==> src/rtl/photonic_output_packer.sv <==
// Packs PRECISION-bit layer results into OUTPUT_WIDTH words (lane 0 first) and
// queues them in a FWFT FIFO. Optional partial-word flush: define PACK_TIMEOUT_EN.
module photonic_output_packer #(
    parameter int PRECISION      = 8,
    parameter int OUTPUT_WIDTH   = 32,
    parameter int FIFO_DEPTH     = 4,
    parameter int TIMEOUT_CYCLES = 16
) (
    input  logic                                              clk,
    input  logic                                              rst,
    input  logic [PRECISION-1:0]                              s_data,
    input  logic                                              s_valid,
    output logic [OUTPUT_WIDTH-1:0]                           m_data,
    output logic                                              m_valid,
    input  logic                                              m_ready,
    output logic [$clog2(OUTPUT_WIDTH/PRECISION):0]           m_lanes,
    output logic [$clog2(FIFO_DEPTH):0]                       fifo_level,
    output logic                                              overflow
);

    localparam int LANES = OUTPUT_WIDTH / PRECISION;
    localparam int CNT_W = $clog2(LANES) + 1;
    localparam int PTR_W = $clog2(FIFO_DEPTH);
    localparam int LVL_W = $clog2(FIFO_DEPTH) + 1;

    localparam logic [CNT_W-1:0] LAST_LANE  = CNT_W'(LANES - 1);
    localparam logic [CNT_W-1:0] FULL_LANES = CNT_W'(LANES);
    localparam logic [LVL_W-1:0] DEPTH_LVL  = LVL_W'(FIFO_DEPTH);

    typedef enum logic {
        ST_EMPTY,
        ST_PARTIAL
    } pack_state_t;

    pack_state_t             state;
    logic [CNT_W-1:0]        count;
    logic [OUTPUT_WIDTH-1:0] pack_reg;

    logic [OUTPUT_WIDTH-1:0] mem_data  [FIFO_DEPTH];
    logic [CNT_W-1:0]        mem_lanes [FIFO_DEPTH];
    logic [PTR_W-1:0]        wr_ptr;
    logic [PTR_W-1:0]        rd_ptr;
    logic [LVL_W-1:0]        level;
    logic [OUTPUT_WIDTH-1:0] head_data;
    logic [CNT_W-1:0]        head_lanes;
    logic                    ovf_flag;

    logic                    push_req;
    logic                    flush_req;
    logic [OUTPUT_WIDTH-1:0] push_data;
    logic [CNT_W-1:0]        push_lanes;
    logic                    pop;
    logic                    push_acc;
    logic [PTR_W-1:0]        rd_ptr_n;
    logic [LVL_W-1:0]        level_n;
    logic [OUTPUT_WIDTH-1:0] head_data_n;
    logic [CNT_W-1:0]        head_lanes_n;

`ifdef PACK_TIMEOUT_EN
    localparam int TMR_W = $clog2(TIMEOUT_CYCLES + 1);
    localparam logic [TMR_W-1:0] TMR_MAX  = TMR_W'(TIMEOUT_CYCLES);
    localparam logic [TMR_W-1:0] TMR_FIRE = TMR_W'(TIMEOUT_CYCLES - 1);

    logic [TMR_W-1:0] timer;

    // The flush fires on the idle edge that brings the timer to TIMEOUT_CYCLES.
    assign flush_req = (state == ST_PARTIAL) && !s_valid && (timer >= TMR_FIRE);
`else
    assign flush_req = 1'b0;
`endif

    always_comb begin
        push_req   = 1'b0;
        push_data  = pack_reg;
        push_lanes = FULL_LANES;
        if (s_valid && (count == LAST_LANE)) begin
            push_req = 1'b1;
            push_data[(LANES-1)*PRECISION +: PRECISION] = s_data;
        end else if (flush_req) begin
            push_req   = 1'b1;
            push_lanes = count;
        end
    end

    assign pop      = (level != '0) && m_ready;
    assign push_acc = push_req && ((level != DEPTH_LVL) || pop);
    assign rd_ptr_n = pop ? rd_ptr + 1'b1 : rd_ptr;

    // Head for the next cycle: a word written into the new head slot this edge
    // only happens when the FIFO drains to that single word.
    always_comb begin
        level_n = level;
        case ({push_acc, pop})
            2'b10:   level_n = level + 1'b1;
            2'b01:   level_n = level - 1'b1;
            default: level_n = level;
        endcase
        head_data_n  = head_data;
        head_lanes_n = head_lanes;
        if (level_n != '0) begin
            if (push_acc && (wr_ptr == rd_ptr_n)) begin
                head_data_n  = push_data;
                head_lanes_n = push_lanes;
            end else begin
                head_data_n  = mem_data[rd_ptr_n];
                head_lanes_n = mem_lanes[rd_ptr_n];
            end
        end
    end

    always_ff @(posedge clk) begin
        if (rst) begin
            state    <= ST_EMPTY;
            count    <= '0;
            pack_reg <= '0;
`ifdef PACK_TIMEOUT_EN
            timer    <= '0;
`endif
        end else if (s_valid) begin
`ifdef PACK_TIMEOUT_EN
            timer <= '0;
`endif
            if (count == LAST_LANE) begin
                state    <= ST_EMPTY;
                count    <= '0;
                pack_reg <= '0;
            end else begin
                state <= ST_PARTIAL;
                count <= count + 1'b1;
                if (state == ST_EMPTY)
                    pack_reg <= OUTPUT_WIDTH'(s_data);
                else
                    pack_reg[count*PRECISION +: PRECISION] <= s_data;
            end
        end
`ifdef PACK_TIMEOUT_EN
        else if (state == ST_PARTIAL) begin
            // A blocked flush keeps the partial word and retries next cycle.
            if (flush_req && push_acc) begin
                state    <= ST_EMPTY;
                count    <= '0;
                pack_reg <= '0;
                timer    <= '0;
            end else if (timer != TMR_MAX) begin
                timer <= timer + 1'b1;
            end
        end
`endif
    end

    always_ff @(posedge clk) begin
        if (rst) begin
            wr_ptr     <= '0;
            rd_ptr     <= '0;
            level      <= '0;
            head_data  <= '0;
            head_lanes <= '0;
            ovf_flag   <= 1'b0;
        end else begin
            if (push_acc) begin
                mem_data[wr_ptr]  <= push_data;
                mem_lanes[wr_ptr] <= push_lanes;
                wr_ptr            <= wr_ptr + 1'b1;
            end
            if (push_req && !push_acc && !flush_req)
                ovf_flag <= 1'b1;
            rd_ptr     <= rd_ptr_n;
            level      <= level_n;
            head_data  <= head_data_n;
            head_lanes <= head_lanes_n;
        end
    end

    assign m_data     = head_data;
    assign m_lanes    = head_lanes;
    assign m_valid    = (level != '0);
    assign fifo_level = level;
    assign overflow   = ovf_flag;

endmodule

==> config.mk <==
export PLATFORM = sky130hd
export DESIGN_NAME = photonic_output_packer
export DESIGN_NICKNAME = d
export VERILOG_FILES = /design/src/rtl/photonic_output_packer.sv
export SDC_FILE = /design/constraint.sdc
export NUM_CORES = 1
export LEC_CHECK = 0
export CORE_ASPECT_RATIO = 0.9
export CORE_UTILIZATION = 39
export DETAILED_ROUTE_END_ITERATION = 8
export SLEW_MARGIN = 20
export SYNTH_ARGS = -nofsm -noshare
export SYNTH_HDL_FRONTEND = slang
export SYNTH_SLANG_ARGS = --single-unit
==> constraint.sdc <==
create_clock -name clk -period 4.9 [get_ports clk]
set_input_delay 1.47 -clock clk [delete_from_list [all_inputs] [get_ports clk]]
set_output_delay 1.47 -clock clk [all_outputs]
set_load 0.005 [all_outputs]
After elaboration in Yosys (flattened, before gate mapping). Memory sizes are Yosys's and may differ from the RTL's. A register that Yosys moved wholly into a read port is not among the register bits. Index checks and enable logic that the tools add are counted.

Add/sub/neg operators: 6. Equality and inequality tests: 5. Shift operators: 2. Multiplexer cells: 13. Reduce and logical (&&, ||, !) cells: 9.

Operators by type and width (count): $mux W32 (2); $neg A6 Y34 (1); $shift A8 B34 Y32 const A (1); $shiftx A8 B34 Y32 (1); $bwmux W32 (1); $mux W8 (1); $add A3 B1 Y3 const B (2); $mux W3 (2); $pmux W3 S2 (1); $reduce_bool A3 Y1 (2); $logic_and A1 B1 Y1 (5); $mux W1 (5); $add A2 B1 Y2 const B (2); $eq A3 B2 Y1 const B (1); $ne A3 B3 Y1 const B (1); $sub A3 B1 Y3 const B (1); $eq A2 B1 Y1 const B (1); $eq A2 B2 Y1 (1); $eq A2 B2 Y1 const B (1); $mux W2 (1); $logic_not A1 Y1 (1); $logic_or A1 B1 Y1 (1).

Flip-flop bits (word level): 47. Memory bits (writable): 128. Input bits: 12. Output and inout bits: 40. Word-level logic and storage cells: 44. Memories: 1.

Memory list: mem_data (words 4, width 32, rd ports 1, clocked after memory_dff 1, write ports 1, RTL line 39) `logic [OUTPUT_WIDTH-1:0] mem_data [FIFO_DEPTH];`.

Longest topological paths before layout. Gate-level depths: netlist (run 1).

Depth after elaboration: 7. Mapped depth: 15. Depth with buffers taken out: 12.

Worst setup path after synthesis (run 1). No wires, ideal clock.

Kind: input -> register. Start point: in m_ready. End point: reg head_data[0] (netlist: m_data[0]) (read register of mem_data). Library setup time: 0.117 ns. Arrival time: 4.293 ns. Path slack: 0.489 ns. Stages: 15. Path buffers: 5. Cells stage by stage: clkbuf_1 > o31ai_4 > inv_2 > clkbuf_1 > buf_1 > ha_1 > inv_1 > fa_1 > xnor2_1 > xnor2_1 > o31a_1 > nor2b_1 > clkbuf_1 > clkbuf_1 > a32o_1.

Longest elaborated chain between the ends: 6. Elaborated cells on any way between the ends: 8. Classes of those cells: 2 x eq/ne; 2 x mux; 4 x reduce/logical.

RTL lines: start: declaration (RTL line 15) `input logic m_ready,`; $logic_and A1 B1 Y1 * (RTL line 85) `assign pop = (level != '0) && m_ready;`; $logic_or A1 B1 Y1 (RTL line 86) `assign push_acc = push_req && ((level != DEPTH_LVL) || pop);`; $logic_and A1 B1 Y1 (RTL line 86); $eq A2 B1 Y1 / $eq A2 B2 Y1 (equally long branches) (RTL line 93) `case ({push_acc, pop})`; $pmux W3 S2 (RTL line 93); $reduce_bool A3 Y1 (RTL line 100) `if (level_n != '0) begin`; end: declaration (RTL line 44) `logic [OUTPUT_WIDTH-1:0] head_data;`.

Mark *: on every way between the ends. The rest lies on a longest branch, timed or not. A chain may end at the register's enable or synchronous reset.

Final worst setup path (run 1).
Start point: in m_ready. End point: reg head_data[28] (netlist: m_data[28]) (read register of mem_data).

Same word-level chain as after synthesis.

==> results of run 1 <==
layout by cell type, fill, tap and decap left out, types with 22 or more instances in the layout:
master / Yosys / layout
nand3b_1: 31 / 31
nor2_1: 45 / 44
nand2_1: 74 / 74
o311a_1: 31 / 31
buf_4: 2 / 22
a311oi_1: 31 / 31
edfxtp_1: 128 / 128
a211oi_1: 33 / 33
dfxtp_1: 77 / 75
clkbuf_16: 0 / 23
clkdlybuf4s50_1: 0 / 48
mux2i_1: 93 / 93
a221o_1: 31 / 31
a32o_1: 32 / 32
a22oi_1: 32 / 32
worst max-delay path: cells and delay by family:
family / cells / cell delay (ns)
buffers and inverters: 5 / 1.43
adder cells (fa/ha/maj): 2 / 0.55
AO/OA/AOI/OAI: 3 / 0.69
AND/OR/NAND/NOR: 1 / 0.17
XOR/XNOR: 2 / 0.35
worst paths after layout:
path | end | cells after the start | start
worst max-delay path | m_data[28]$_SDFFE_PP0P_ | 13 | m_ready
worst max register to register | m_data[28]$_SDFFE_PP0P_ | 12 | fifo_level[0]$_SDFF_PP0_
worst min register to register | m_data[9]$_SDFFE_PP0P_ | 1 | m_data[9]$_SDFFE_PP0P_
worst min-delay path | m_data[9]$_SDFFE_PP0P_ | 1 | m_data[9]$_SDFFE_PP0P_
cells by family (layout without fill, tap and decap cells):
kind of cell,count (synthesis),count (layout),synth area share
AOI/OAI and AO/OA,206,206,0.186
xor gates and xnor gates,8,8,0.00717
adders and majority gates,11,11,0.0149
buffers and inverters,97,131,0.0425
DFF,205,205,0.551
muxes,100,100,0.103
other,1,3,0.000384
and+or+nand+nor,191,191,0.0945
metrics by stage:
stage                      util  hold WS (ns)  setup slack (ns)  total power, mW
after floorplan               -         0.460             0.489             2.01
after global placement    0.435         0.448             0.162             2.10
after detailed placement  0.435         0.453             0.130             2.10
after CTS                 0.463         0.467             0.652             3.65
after global routing      0.463         0.475             0.467             3.74
final                     0.463         0.463             0.610             3.62
power by group through the flow:
stage / combinational, mW / clock (mW) / sequential, mW
after global routing: 0.223 / 1.65 / 1.86
final: 0.209 / 1.56 / 1.86
after CTS: 0.208 / 1.59 / 1.86
after detailed placement: 0.208 / 0 / 1.89
after global placement: 0.208 / 0 / 1.89
after floorplan: 0.128 / 0 / 1.88
routing by layer:
metal,share of wire,wire length (µm),global-route usage
met1,0.46,11800,0.285
met2,0.45,11500,0.305
met3,0.070,1790,0.0371
met4,0.016,407,0.0494
met5,0,0,0
layout make-up:
class / instances / area, µm²
Antenna cell: 1 / 2.50
Timing Repair Buffer: 76 / 751
Clock buffer: 36 / 654
Multi-Input combinational cell: 518 / 3990
Tap cell: 336 / 420
Sequential cell: 205 / 5390
Clock inverter: 4 / 17.5
Fill cell: 2199 / 13100
Inverter: 15 / 56.3
==> flow_summary.ini, run 1 <==
[cells_and_area]
finish.net_count = 861
largest_reg_flops = 128
postLayoutCellArea_mm2 = 0.0113
finalNonFillerCells = 1191
layout-area-overhead-vs-synth_pct = 15.5
drive_above_1_share = 0.0855

[clocking]
cts_root_buffer = clkbuf_16
cts_post_setup_buffers_inserted = 0
post_cts_hold_buffer_count = 0
clk-insertion-delay-late_ns = 0.51
tritoncts_buffer_count = 22
cts_tree = built
clock_sink_count = 205
clock_tree.htree_level_count = 1
clockBufferDepth = 3
postCtsResizedCells = 0
clkTransAtPathRegs_ns = 0.06

[placement]
placed_cells_incl_taps = 1150
placement.cell_area_mm2 = 0.0106
hpwl_after_detailed_placement_um = 14100
rd_place_congestion = 0.793
io_buffer_count = 49

[worst_setup_path]
required_ns = 5.29
worst_setup_end_kind = flop
worstPathMaxFanout = 32
cpMostUsedCell = xnor2_1
standard_cell_with_the_maximum_stage_delay_on_the_critical_path = clkdlybuf4s50_1
setup.worst_path.start_class = primary input
worstSetupPathType = primary input to flop
cp_slowest_stage_delay_ns = 0.56
cp_cell_sequence = clkdlybuf4s50_1 -> buf_4 -> o31ai_4 -> inv_2 -> ha_1 -> inv_1 -> fa_1 -> xnor2_1 -> xnor2_1 -> o31a_1 -> nor2b_2 -> buf_12 -> a32o_1
timing.reg2reg.setup_slack_ns = 1.77
crit_arrival_ns = 4.68

[power_and_ir_drop]
combPwrFrac = 0.058
power_report.internal_total_mw = 2.83
power.sequential.fraction = 0.513
share_clk_of_total_power = 0.430
switching_share = 0.218
netSwitchingPower_mw = 0.791
power_density_mw_per_mm2 = 321
vdd_ir_drop_max_v = 0.000213
p_leak_nw = 4.36

[drt]
pre_antenna_drt_iters = 5
initialDrtViolationCount = 644
route.detailed.drc = 0
routed-via-count = 7034
wl_um = 25500
postRouteAntennaNets = 0
avgRoutedWirePerCell_um = 21.4
detail_route.vias_per_cell = 5.91

[yosys]
post-synth-top-area-fraction = 0.393
top_cells_by_area_in_the_synthesized_netlist = edfxtp_1 (39%), dfxtp_1 (16%), mux2i_1 (9.5%)
post_synthesis_sequential_element_count = 205
post_synth_instance_area_mm2 = 0.00977
post_synth_inst_count = 819
most_used_standard_cell_by_instance_count_after_synthesis = edfxtp_1
syn_area_per_cell_um2 = 11.9
postSynth.topFlopCell = edfxtp_1
post_synthesis_cell_type_with_the_largest_combined_area = edfxtp_1
postSynth.asyncResetShare = 0
ys_warn_count = 0
synth-seq-area-share = 0.551
netlist_top_cells_count = edfxtp_1 (128), mux2i_1 (93), dfxtp_1 (77)
yosys.cell_types.count = 45
synth_edf_count = 128

[sta]
finalHoldViolCount = 0
slew-limit-headroom = 0.336
report.final.setup_viol = 0
final.setup_skew_ns = 0.00985
setup_total_negative_slack_ns = 0
timing.final.crit_share = 0.875
rsz0062_at_grt = no
transition_time_at_the_pin_with_the_least_slew_margin_ns = 0.988
clock.fmax_mhz = 233
fin_crit_ns = 4.29
timing_max_transition_violations_final = 0

[floorplan]
core_region_area_mm2 = 0.0244
fp-row-count = 54
initial_utilization = 0.401
boundaryPins = 52
die_area_mm2 = 0.0257
die_w_um = 169
die_y_um = 152

[global_route]
grt_max_degree = 129
gr-total-overflow = 0
grt_pass1_wl_um = 39200
first_global_vias = 6611
antenna_violations_before_repair = 0
grt_use_total = 0.197

[job]
drv.max_cap_violation_count = 0

[status]
run_status = finished, final reports clean

[worst_hold_path]
hold_path_class = flop to flop
No activity file was read; power rests on OpenSTA's default activity.
==> inputs of run 2 (changes only) <==
--- a/config.mk
+++ b/config.mk
@@ -8,6 +8,7 @@
 export CORE_ASPECT_RATIO = 0.9
 export CORE_UTILIZATION = 39
 export DETAILED_ROUTE_END_ITERATION = 8
+export SETUP_SLACK_MARGIN = 0.05
 export SLEW_MARGIN = 20
 export SYNTH_ARGS = -nofsm -noshare
 export SYNTH_HDL_FRONTEND = slang
==> results of run 2 <==
The final DEF is identical to that of run 1; final timing and power are the same.
==> inputs of run 3 (changes only) <==
--- a/config.mk
+++ b/config.mk
@@ -7,7 +7,9 @@
 export LEC_CHECK = 0
 export CORE_ASPECT_RATIO = 0.9
 export CORE_UTILIZATION = 39
+export CTS_CLUSTER_DIAMETER = 50
 export DETAILED_ROUTE_END_ITERATION = 8
+export REMOVE_ABC_BUFFERS = 1
 export SETUP_SLACK_MARGIN = 0.05
 export SLEW_MARGIN = 20
 export SYNTH_ARGS = -nofsm -noshare
==> flow_summary.ini, run 3 (same netlist as run 1, synthesis figures left out) <==
[status]
run_status = finished, final reports clean

[cells_and_area]
layout-area-overhead-vs-synth_pct = 17.6
leading_cell_type_in_the_layout_fill_and_taps_excluded = edfxtp_1
finalCoreUtilization = 0.471
final.fill_count = 2167
finish.net_count = 871
mostFrequentLayoutCells = edfxtp_1 (128), mux2i_1 (93), dfxtp_1 (75), nand2_1 (74), clkdlybuf4s50_1 (48)
drive_above_1_share = 0.109
diodes = 0
largest_reg_flops = 128
postLayoutCellArea_mm2 = 0.0115

[clocking]
clkTransAtPathRegs_ns = 0.06
cts_post_setup_buffers_inserted = 0
clk-insertion-delay-late_ns = 0.51
clockBufferDepth = 3
clock_sink_count = 205
cts_tree = built
clock_tree.htree_level_count = 1
postCtsResizedCells = 0
cts_root_buffer = clkbuf_16
tritoncts_buffer_count = 23
post_cts_hold_buffer_count = 0

[drt]
route.detailed.drc = 0
detail_route.vias_per_cell = 5.96
wl_um = 26000
routed-via-count = 7153
postRouteAntennaNets = 0
avgRoutedWirePerCell_um = 21.6
initialDrtViolationCount = 563
pre_antenna_drt_iters = 5

[sta]
final.setup_skew_ns = 0.00956
slew-limit-headroom = 0.440
timing_max_transition_violations_final = 0
timing.final.crit_share = 0.832
fin_crit_ns = 4.08
setup_total_negative_slack_ns = 0
report.final.setup_viol = 0
clock.fmax_mhz = 245
finalHoldViolCount = 0
transition_time_at_the_pin_with_the_least_slew_margin_ns = 0.840
rsz0062_at_grt = no

[floorplan]
die_area_mm2 = 0.0257
core_region_area_mm2 = 0.0244
fp-row-count = 54
die_w_um = 169
boundaryPins = 52
initial_utilization = 0.401
die_y_um = 152

[worst_setup_path]
crit-reg2reg-launch = fifo_level[0]$_SDFF_PP0_
worstPathMaxFanout = 19
rr_endpoint = m_data[20]$_SDFFE_PP0P_
worst-r2r-cell-count = 12
setup.worst_path.start_class = primary input
worst_setup_end_kind = flop
timing.reg2reg.setup_slack_ns = 1.86
crit_arrival_ns = 4.47
required_ns = 5.29
worstSetupPathType = primary input to flop

[power_and_ir_drop]
power_density_mw_per_mm2 = 339
p_leak_nw = 4.49
power_report.internal_total_mw = 3.05
power.sequential.fraction = 0.477
netSwitchingPower_mw = 0.843
combPwrFrac = 0.054
switching_share = 0.217
power.total_mw = 3.89
vdd_ir_drop_max_v = 0.000198
share_clk_of_total_power = 0.468

[worst_hold_path]
holdPathEnd = m_data[22]$_SDFFE_PP0P_
worst_hold_path.num_cells = 1
hold_path_class = flop to flop
min_from = m_data[22]$_SDFFE_PP0P_

[global_route]
gr-total-overflow = 0
first_global_vias = 6756
grt_max_degree = 129
grt_use_total = 0.202
grt_pass1_wl_um = 40000
antenna_violations_before_repair = 0

[job]
drv.max_cap_violation_count = 0

[placement]
placement.cell_area_mm2 = 0.0107
hpwl_after_detailed_placement_um = 14900
rd_place_congestion = 0.769
io_buffer_count = 49
## run 3: cell types whose count changed in the layout (fill, tap and decap cells not counted), sizes merged
cell    previous run  this run
buf               28        37
bufinv             0         4
clkbuf            36        27
clkinv             4         8
diode              1         0
inv               15        17
## run 3: layout make-up
class | instances | area (µm²) | area share
Timing Repair Buffer | 85 | 818 | 0.0712
Tap cell | 336 | 420 | 0.0366
Sequential cell | 205 | 5390 | 0.469
Clock inverter | 14 | 193 | 0.0168
Clock buffer | 27 | 621 | 0.0540
Inverter | 15 | 56.3 | 0.00490
Multi-Input combinational cell | 518 | 3990 | 0.347
## run 3: critical path, cell delays in order
cell	delay (ns)
clkdlybuf4s50_1	0.66
nor4_1	0.28
buf_4	0.16
nor2_1	0.04
inv_1	0.06
ha_1	0.16
inv_1	0.06
fa_1	0.37
xnor2_1	0.24
xnor2_1	0.09
o31a_1	0.25
nor2b_2	0.19
buf_12	0.20
a32o_1	0.22
## run 3: worst max-delay path by stage
stage                              from                      end  slack [ns]  depth (start not counted)
2_1_floorplan  fifo_level[0]$_SDFF_PP0_  m_data[28]$_SDFFE_PP0P_       -3.05                          9
3_3_place_gp                    m_ready  m_data[20]$_SDFFE_PP0P_        0.35                         14
3_5_place_dp                    m_ready  m_data[19]$_SDFFE_PP0P_        0.36                         14
4_1_cts                         m_ready  m_data[20]$_SDFFE_PP0P_        0.87                         14
5_1_grt                         m_ready  m_data[14]$_SDFFE_PP0P_        0.65                         14
6_report                        m_ready  m_data[20]$_SDFFE_PP0P_        0.82                         14
## run 3: per-stage QoR
step / hold WS (ns) / setup slack [ns] / cells
2_1_floorplan: 0.460 / -3.05 / 738
3_3_place_gp: 0.451 / 0.346 / 1159
3_5_place_dp: 0.458 / 0.359 / 1159
4_1_cts: 0.472 / 0.871 / 1200
5_1_grt: 0.485 / 0.646 / 1200
6_report: 0.466 / 0.822 / 1200
## run 3: power groups by stage
| stage | logic (mW) | registers (mW) | clock network [mW] |
|---|---|---|---|
| 2_1_floorplan | 0.105 | 1.89 | 0 |
| 3_3_place_gp | 0.210 | 1.89 | 0 |
| 3_5_place_dp | 0.211 | 1.89 | 0 |
| 4_1_cts | 0.211 | 1.86 | 1.86 |
| 5_1_grt | 0.228 | 1.86 | 1.92 |
| 6_report | 0.212 | 1.86 | 1.82 |
## run 3: per-layer routing
layer  wire (µm)  global-route usage  part of all wire  vias up
li1            -                   -                 -     3286
met2       11800               0.317              0.46      207
met5           0                   0                 0        -
met1       12400               0.294              0.48     3628
met3        1350              0.0294             0.052       32
met4         403              0.0455             0.016        0
